**src/rtl/dual_axis_tx.sv**
```systemverilog
// -----------------------------------------------------------------------------
// dual_axis_tx
// Splits a stream of packed {B, A} sample pairs into two independent
// AXI-Stream-style output lanes. Each lane has its own 2-entry FIFO, so one
// lane may stall while the other keeps draining. A new pair is accepted only
// when both lanes have room.
//
// Ports
//   aclk      : clock, all state changes on the rising edge
//   aresetn   : asynchronous active-low reset
//   s_tdata   : input pair, [A_WL-1:0] = A sample, [A_WL+B_WL-1:A_WL] = B sample
//   s_tvalid  : input pair valid
//   s_tready  : block can accept a pair this cycle (registered state only)
//   a_tdata   : lane A oldest sample
//   a_tvalid  : lane A holds at least one sample
//   a_tready  : lane A consumer ready
//   b_tdata   : lane B oldest sample
//   b_tvalid  : lane B holds at least one sample
//   b_tready  : lane B consumer ready
//   pair_cnt  : number of accepted pairs, modulo 2^16
// -----------------------------------------------------------------------------
module dual_axis_tx #(
    parameter int A_WL = 16,
    parameter int B_WL = 16
) (
    input  logic                     aclk,
    input  logic                     aresetn,
    input  logic [A_WL+B_WL-1:0]     s_tdata,
    input  logic                     s_tvalid,
    output logic                     s_tready,
    output logic signed [A_WL-1:0]   a_tdata,
    output logic                     a_tvalid,
    input  logic                     a_tready,
    output logic signed [B_WL-1:0]   b_tdata,
    output logic                     b_tvalid,
    input  logic                     b_tready,
    output logic [15:0]              pair_cnt
);

    // Held low through reset and for the first edge after it, so the block
    // never accepts a pair on the edge where reset is released.
    logic            ready_en_r;

    logic [A_WL-1:0] a_mem_r [0:1];
    logic            a_wr_ptr_r;
    logic            a_rd_ptr_r;
    logic [1:0]      a_cnt_r;
    logic [1:0]      a_cnt_nxt_s;

    logic [B_WL-1:0] b_mem_r [0:1];
    logic            b_wr_ptr_r;
    logic            b_rd_ptr_r;
    logic [1:0]      b_cnt_r;
    logic [1:0]      b_cnt_nxt_s;

    logic [15:0]     pair_cnt_r;

    logic            push_s;
    logic            a_pop_s;
    logic            b_pop_s;

    // Readiness depends only on registered counts: a same-cycle pop on a full
    // lane deliberately does not open the input.
    assign s_tready = ready_en_r && (a_cnt_r < 2'd2) && (b_cnt_r < 2'd2);
    assign push_s   = s_tvalid && s_tready;

    assign a_tvalid = (a_cnt_r != 2'd0);
    assign b_tvalid = (b_cnt_r != 2'd0);
    assign a_pop_s  = a_tvalid && a_tready;
    assign b_pop_s  = b_tvalid && b_tready;

    // Head entry is presented straight from storage; it cannot change while
    // the lane is stalled because only a pop moves the read pointer.
    assign a_tdata  = a_mem_r[a_rd_ptr_r];
    assign b_tdata  = b_mem_r[b_rd_ptr_r];
    assign pair_cnt = pair_cnt_r;

    // Input-enable flag: opens one edge after reset release.
    always_ff @(posedge aclk or negedge aresetn) begin
        if (!aresetn) begin
            ready_en_r <= 1'b0;
        end else begin
            ready_en_r <= 1'b1;
        end
    end

    // Lane A occupancy next-state from the push/pop pair.
    always_comb begin
        a_cnt_nxt_s = a_cnt_r;
        case ({push_s, a_pop_s})
            2'b10:   a_cnt_nxt_s = a_cnt_r + 2'd1;
            2'b01:   a_cnt_nxt_s = a_cnt_r - 2'd1;
            default: a_cnt_nxt_s = a_cnt_r;
        endcase
    end

    // Lane B occupancy next-state from the push/pop pair.
    always_comb begin
        b_cnt_nxt_s = b_cnt_r;
        case ({push_s, b_pop_s})
            2'b10:   b_cnt_nxt_s = b_cnt_r + 2'd1;
            2'b01:   b_cnt_nxt_s = b_cnt_r - 2'd1;
            default: b_cnt_nxt_s = b_cnt_r;
        endcase
    end

    // Lane A storage, pointers and count; storage is cleared so the data
    // outputs read zero during reset.
    always_ff @(posedge aclk or negedge aresetn) begin
        if (!aresetn) begin
            a_mem_r[0] <= {A_WL{1'b0}};
            a_mem_r[1] <= {A_WL{1'b0}};
            a_wr_ptr_r <= 1'b0;
            a_rd_ptr_r <= 1'b0;
            a_cnt_r    <= 2'd0;
        end else begin
            if (push_s) begin
                a_mem_r[a_wr_ptr_r] <= s_tdata[A_WL-1:0];
                a_wr_ptr_r          <= ~a_wr_ptr_r;
            end
            if (a_pop_s) begin
                a_rd_ptr_r <= ~a_rd_ptr_r;
            end
            a_cnt_r <= a_cnt_nxt_s;
        end
    end

    // Lane B storage, pointers and count.
    always_ff @(posedge aclk or negedge aresetn) begin
        if (!aresetn) begin
            b_mem_r[0] <= {B_WL{1'b0}};
            b_mem_r[1] <= {B_WL{1'b0}};
            b_wr_ptr_r <= 1'b0;
            b_rd_ptr_r <= 1'b0;
            b_cnt_r    <= 2'd0;
        end else begin
            if (push_s) begin
                b_mem_r[b_wr_ptr_r] <= s_tdata[A_WL+B_WL-1:A_WL];
                b_wr_ptr_r          <= ~b_wr_ptr_r;
            end
            if (b_pop_s) begin
                b_rd_ptr_r <= ~b_rd_ptr_r;
            end
            b_cnt_r <= b_cnt_nxt_s;
        end
    end

    // Accepted-pair counter, wraps naturally at 16 bits.
    always_ff @(posedge aclk or negedge aresetn) begin
        if (!aresetn) begin
            pair_cnt_r <= 16'd0;
        end else if (push_s) begin
            pair_cnt_r <= pair_cnt_r + 16'd1;
        end else begin
            pair_cnt_r <= pair_cnt_r;
        end
    end

endmodule

```
**config.mk**
```make
export PLATFORM = sky130hd
export DESIGN_NAME = dual_axis_tx
export DESIGN_NICKNAME = d
export VERILOG_FILES = /design/src/rtl/dual_axis_tx.sv
export SDC_FILE = /design/constraint.sdc
export NUM_CORES = 1
export LEC_CHECK = 0
export CAP_MARGIN = 5
export CORE_MARGIN = 2
export CORE_UTILIZATION = 40
export DETAILED_ROUTE_END_ITERATION = 6
export DONT_BUFFER_PORTS = 1
export GPL_TIMING_DRIVEN = 0
export REMOVE_ABC_BUFFERS = 1
export SLEW_MARGIN = 40
export SYNTH_ARGS = -nofsm -noshare
export SYNTH_HDL_FRONTEND = slang
export SYNTH_SLANG_ARGS = --single-unit
```
**constraint.sdc**
```tcl
create_clock -name aclk -period 5.6 [get_ports aclk]
set_clock_uncertainty 0.2 [all_clocks]
set_input_delay 0.84 -clock aclk [delete_from_list [all_inputs] [get_ports aclk]]
set_output_delay 0.84 -clock aclk [all_outputs]
set_load 0.005 [all_outputs]
```
# [Yosys cells after proc, flatten, opt, wreduce, memory -nomap -nowiden]
# Cells that the tools add are included.
[totals] n_memories=0 word_cells=62 ram_bits=0 reg_bits=89 latchBits=0 in_bits=37 mem_bits_ro=0
[op_classes] n_eq_ne=4 multipliers=0 reduce_logical=11 n_mux=14 magnitude_cmp=8 add_sub_neg=5 n_div=0 shift=0 bitwise=8
[op_table] op="16-bit 2-to-1 mux" count=8
[op_table] op="32-bit bitwise mux" count=2
[op_table] op="16-bit demux with 1-bit select" count=2
[op_table] op="16-bit by 1-bit adder with 16-bit output (second input constant)" count=1
[op_table] op="2-bit greater-or-equal comparator (second input constant)" count=4
[op_table] op="1-bit NOT with 2-bit output" count=4
[op_table] op="2-bit one-hot mux with 2 select lines" count=2
[op_table] op="2-bit nonzero test" count=4
[op_table] op="1-bit logical AND" count=7
[op_table] op="2-bit by 1-bit adder with 2-bit output (second input constant)" count=2
[op_table] op="2-bit by 1-bit equality test with 1-bit output (second input constant)" count=2
[op_table] op="2-bit equality test (second input constant)" count=2
[op_table] op="2-bit by 1-bit less-than comparator with 1-bit output (second input constant)" count=2
[op_table] op="2-bit less-than comparator (second input constant)" count=2
[op_table] op="1-bit NOT" count=4
[op_table] op="2-bit by 1-bit subtractor with 2-bit output (second input constant)" count=2

# [Logic depth before layout (Yosys ltp)]
[depth] word_depth=6 mapped_depth=9 ltp_nobuf=8

# [Worst setup path after synthesis]
# Ideal clock, no wire load.
[synth_timing] kind="register to output" startpoint="reg a_rd_ptr_r" endpoint="out a_tdata[10]" stages_incl_launch_ff=4 required_time_ns=4.560 path_buffers=2 setup_slack_ns=3.234 arrival_ns=1.326 path_cell_list="dfrtp_1 -> clkbuf_1 -> clkbuf_1 -> mux2_2"
[synth_via] elab_chain_len=4
[synth_rtl] element="start: declaration" line_no="46" rtl="logic a_rd_ptr_r;"
[synth_rtl] element="start signal: assignment" line_no="122" rtl="a_rd_ptr_r <= ~a_rd_ptr_r;"
[synth_rtl] element="1-bit NOT with 2-bit output (not written as such)" line_no="74" rtl="assign a_tdata = a_mem_r[a_rd_ptr_r];"
[synth_rtl] element="16-bit 2-to-1 mux (not written as such) (3 in series)" line_no="74"
[synth_rtl] element="end: declaration" line_no="31" rtl="output logic signed [A_WL-1:0] a_tdata,"
# No other way between the ends. The select of a mux whose other input is x is not followed.

# [Worst setup path after layout]
[layout_timing] startpoint="reg b_rd_ptr_r" endpoint="out b_tdata[13]"
[layout_via] elab_chain_len=4
[layout_rtl] element="start: declaration" line_no="52" rtl="logic b_rd_ptr_r;"
[layout_rtl] element="start signal: assignment" line_no="142" rtl="b_rd_ptr_r <= ~b_rd_ptr_r;"
[layout_rtl] element="1-bit NOT with 2-bit output (not written as such)" line_no="75" rtl="assign b_tdata = b_mem_r[b_rd_ptr_r];"
[layout_rtl] element="16-bit 2-to-1 mux (not written as such) (3 in series)" line_no="75"
[layout_rtl] element="end: declaration" line_no="34" rtl="output logic signed [B_WL-1:0] b_tdata,"
# No other way between the ends. The select of a mux whose other input is x is not followed.

==> metrics.md <==
| Metric | Value |
|---|---|
| Max_slew headroom | `~47%` |
| Tightest Pin Transition | `795 ps` |
| Clock sink total | `around 90` |
| Number of warnings printed during yosys synthesis | `0` |
| Kind of cell with the highest combined delay on the critical path | `flip-flops` |
| P_leak | `~1.8 nW` |
| Total Routed Length | `just under 7000 um` |
| Fraction of the yosys area taken by sequential cells | `between 50% and 60%` |
| Highest achievable clock rate | `about 370 MHz` |
| Via count | `2027` |
| Min Clock Period, post-route | `2690 ps` |
| Global-route wire length before repair | `10900 um` |
| Switching Power | `~0.67 mW` |
| Switching share of power | `a little under a third` |
| Pre-CTS WS | `about 3200 ps` |
| Detailed Routing Iterations Pass 1 | `4` |
| Number of setup violations in the final report | `0` |
| Highest net fanout along the worst path | `17` |
| Maximum number of pins on one net before global-route repair | `90` |
| Critical path's slowest cell | `dfrtp_1` |
| Layout cells sized above 1 | `46.0%` |
| Area post-placement | `roughly 0.0040 mm2` |
| Via count of the first global-routing pass | `2100` |
| Die Span Y | `102 um` |
| Std cell rows | `35` |
| Post-synth design cell area | `0.00387 mm2` |
| Vias per cell | `5.00` |
| Width of the die | `102 um` |
| Design internal power | `1.52 mW` |
| Maximum root-to-sink buffer count | `2` |
| Initial Utilization | `41.5%` |
| Final period utilization | `48.0%` |
| Cells after Synth | `267` |
| Wirelength per Cell | `approximately 17 um` |
| IO buf count | `0` |
| Area growth, synth to finish | `8.62%` |
| Maximum cell stage delay along the critical path | `~870 ps` |
| Number of DRC violations after detailed routing | `0` |
| Number of routed nets with antenna violations | `0` |
| Final estimated routing congestion in global placement | `roughly 0.70` |
| Clock tree from TritonCTS | `done` |
| Total non-filler cell area in the finished layout | `between 0.004 and 0.005 mm2` |
| Worst min-delay path class | `in2async` |
| Max cap viols | `0` |
| Sequential fraction of design power | `around half` |
| Type of origin of the critical path | `flip-flop` |
| Final setup slack of the worst path | `approximately 2900 ps` |
| Clk pwr share | `19.1%` |
| Mean instance size in the synthesized netlist | `14.5 um2` |
| Global routing usage summed across all routing layers | `a little over an eighth` |
| Number of buffers created by CTS | `9` |
| Seq cells post-synth | `89` |
| Number of hold-slack violations in the final timing report | `0` |
| Number of antenna violations at the first check in global routing | `0` |
| Crit path kind | `reg2out` |
| Setup repair after global routing missed its margin | `no` |
| Clk root buf | `clkbuf_8` |
| P per Cell Area | `~520 mW/mm2` |
| Clock-pin slew on the worst setup and hold paths | `about 90 ps` |
| Part of the total power dissipated in combinational logic | `a little under a third` |
| Peak ir drop on the vdd network | `~0.25 mV` |
| Layout Nets | `~310` |
| Diode insertion count for antenna repair | `0` |
| Cell variety after synth | `27` |
| Number of enable-type register cells in the synthesized netlist | `0` |
| Primary FF master, synth | `dfrtp_1` |
| Worst-Skew Late Latency | `340 ps` |
| Overflow left after global routing | `0` |
| Starting DRC count in detailed routing | `30` |
| Required time of the critical path | `4560 ps` |
| Series of cell instances along the critical path | `mux2_2` |
| Post-Route Setup TNS | `0 ps` |
| Worst path arrival time | `between 1500 and 2000 ps` |
| DIE AREA | `~0.010 mm2` |
| Detailed placement HPWL | `roughly 4500 um` |
| Core ar. | `~0.0093 mm2` |
| WP buf/inv | `0` |
| Htree depth | `3` |
| Number of primary I/O pins | `88` |
| Outcome | `completed` |
| Post-layout power | `2.18 mW` |
| Final slew viol count | `0` |
| Async S/R FF share, synth | `between 90% and 100%` |
| Sort of element at the end of the critical path | `output pin` |
| Gates resized, CTS repair | `0` |
==> power by group through the flow <==
stage               Clock (mW)  Sequential (mW)  Combinational, mW
floorplan                    0             1.06              0.561
global placement             0             1.11              0.633
detailed placement           0             1.13              0.643
CTS                      0.437             1.12              0.663
global route             0.466             1.14              0.737
finish                   0.417             1.10              0.667
==> logic make-up (layout without fill, tap and decap cells) <==
group         count (synthesis)  count (layout)  synth area share (%)
mux                          96              96                  27.9
flops                        89              89                  57.5
simple gates                 40              40                  5.97
xor+xnor                     25              25                  5.65
buf+inv                      13              22                  1.94
fa+ha+maj                     3               3                 0.969
other cells                   1               1                0.0968
==> placed cells by master (no fill, tap or decap) <==
| master | count |
|---|---|
| ha_1 | 3 |
| inv_2 | 1 |
| and2_1 | 2 |
| xor2_1 | 8 |
| inv_6 | 3 |
| or2_2 | 3 |
| xnor2_1 | 17 |
| nand4_1 | 3 |
| clkinvlp_4 | 2 |
| nand2_1 | 8 |
| buf_16 | 1 |
| buf_6 | 1 |
| nor2_2 | 1 |
| nor3_1 | 4 |
| nand2_2 | 2 |
| conb_1 | 1 |
| or3b_4 | 1 |
| nor2_1 | 4 |
| or3_4 | 1 |
| and2_4 | 1 |
| clkinv_2 | 1 |
| inv_1 | 2 |
| and4_1 | 1 |
| mux2_2 | 96 |
| nor2_4 | 2 |
| nand3_1 | 7 |
| clkbuf_8 | 11 |
| dfrtp_1 | 89 |
==> per-stage QoR <==
step | util (%) | std cells | hold WS, ps
after CTS | 45.0 | 404 | 205
after global routing | 45.1 | 405 | 204
final | 45.1 | 405 | 202
after detailed placement | 42.7 | 387 | 287
after global placement | 42.7 | 387 | 281
after floorplan | - | 258 | 257
==> cell usage after synthesis, types with 2 or more instances <==
cell,count,area [um2]
buf_4,2,15.0
or2_2,3,18.8
nor3_1,4,20.0
nor2_1,4,15.0
nor2_4,2,22.5
nand4_1,3,18.8
mux2_2,96,1080
buf_2,2,10.0
inv_1,2,7.51
nand3_1,7,35.0
and2_1,2,12.5
xor2_1,8,70.1
nand2_1,8,30.0
clkbuf_1,4,15.0
ha_1,3,37.5
nand2_2,2,12.5
xnor2_1,17,149
dfrtp_1,89,2230
==> per-layer routing <==
layer  track usage [%]  vias up  routed length, um
li1                  -      934                  -
met1              18.5     1042               3100
met2              21.7       43               3400
met3              2.87        8                310
met4              5.54        0                 97
met5                 0        -                  0
==> worst paths after layout <==
kind,from,to,slack [ps],depth (start not counted)
worst min register to register,b_mem_r[26],b_mem_r[26],310,1
min in group aclk,b_mem_r[26],b_mem_r[26],310,1
worst min-delay path,aresetn,pair_cnt[9],200,1
worst max register to register,b_cnt_r[1],a_mem_r[26],3250,6
worst max-delay path,b_rd_ptr_r,b_tdata[13],2910,1
max in group asynchronous,aresetn,b_mem_r[1],4660,1
==> what timing repair did <==
| item | in CTS | in global routing |
|---|---|---|
| hold buffers | 1 | 0 |
| hold endpoints to repair | 89 | 0 |
| buffers inserted | 0 | 0 |
==> layout make-up <==
cell class | instances | area [um2]
fillers | 870 | 5120
flip-flops and latches | 89 | 2230
multi-input cells | 165 | 1570
well taps | 129 | 161
clock buffers | 11 | 151
repair buffers | 2 | 38.8
clock inverters | 5 | 37.5
inverters | 4 | 20.0
==> registers in the layout, summed over array words and instances (netlist names) <==
name        flops
b_mem_r        32
pair_cnt       16
a_wr_ptr_r      1
a_cnt_r         2
b_cnt_r         2
ready_en_r      1
a_mem_r        32
b_rd_ptr_r      1
a_rd_ptr_r      1
b_wr_ptr_r      1
No activity file was read; power rests on OpenSTA's default activity.
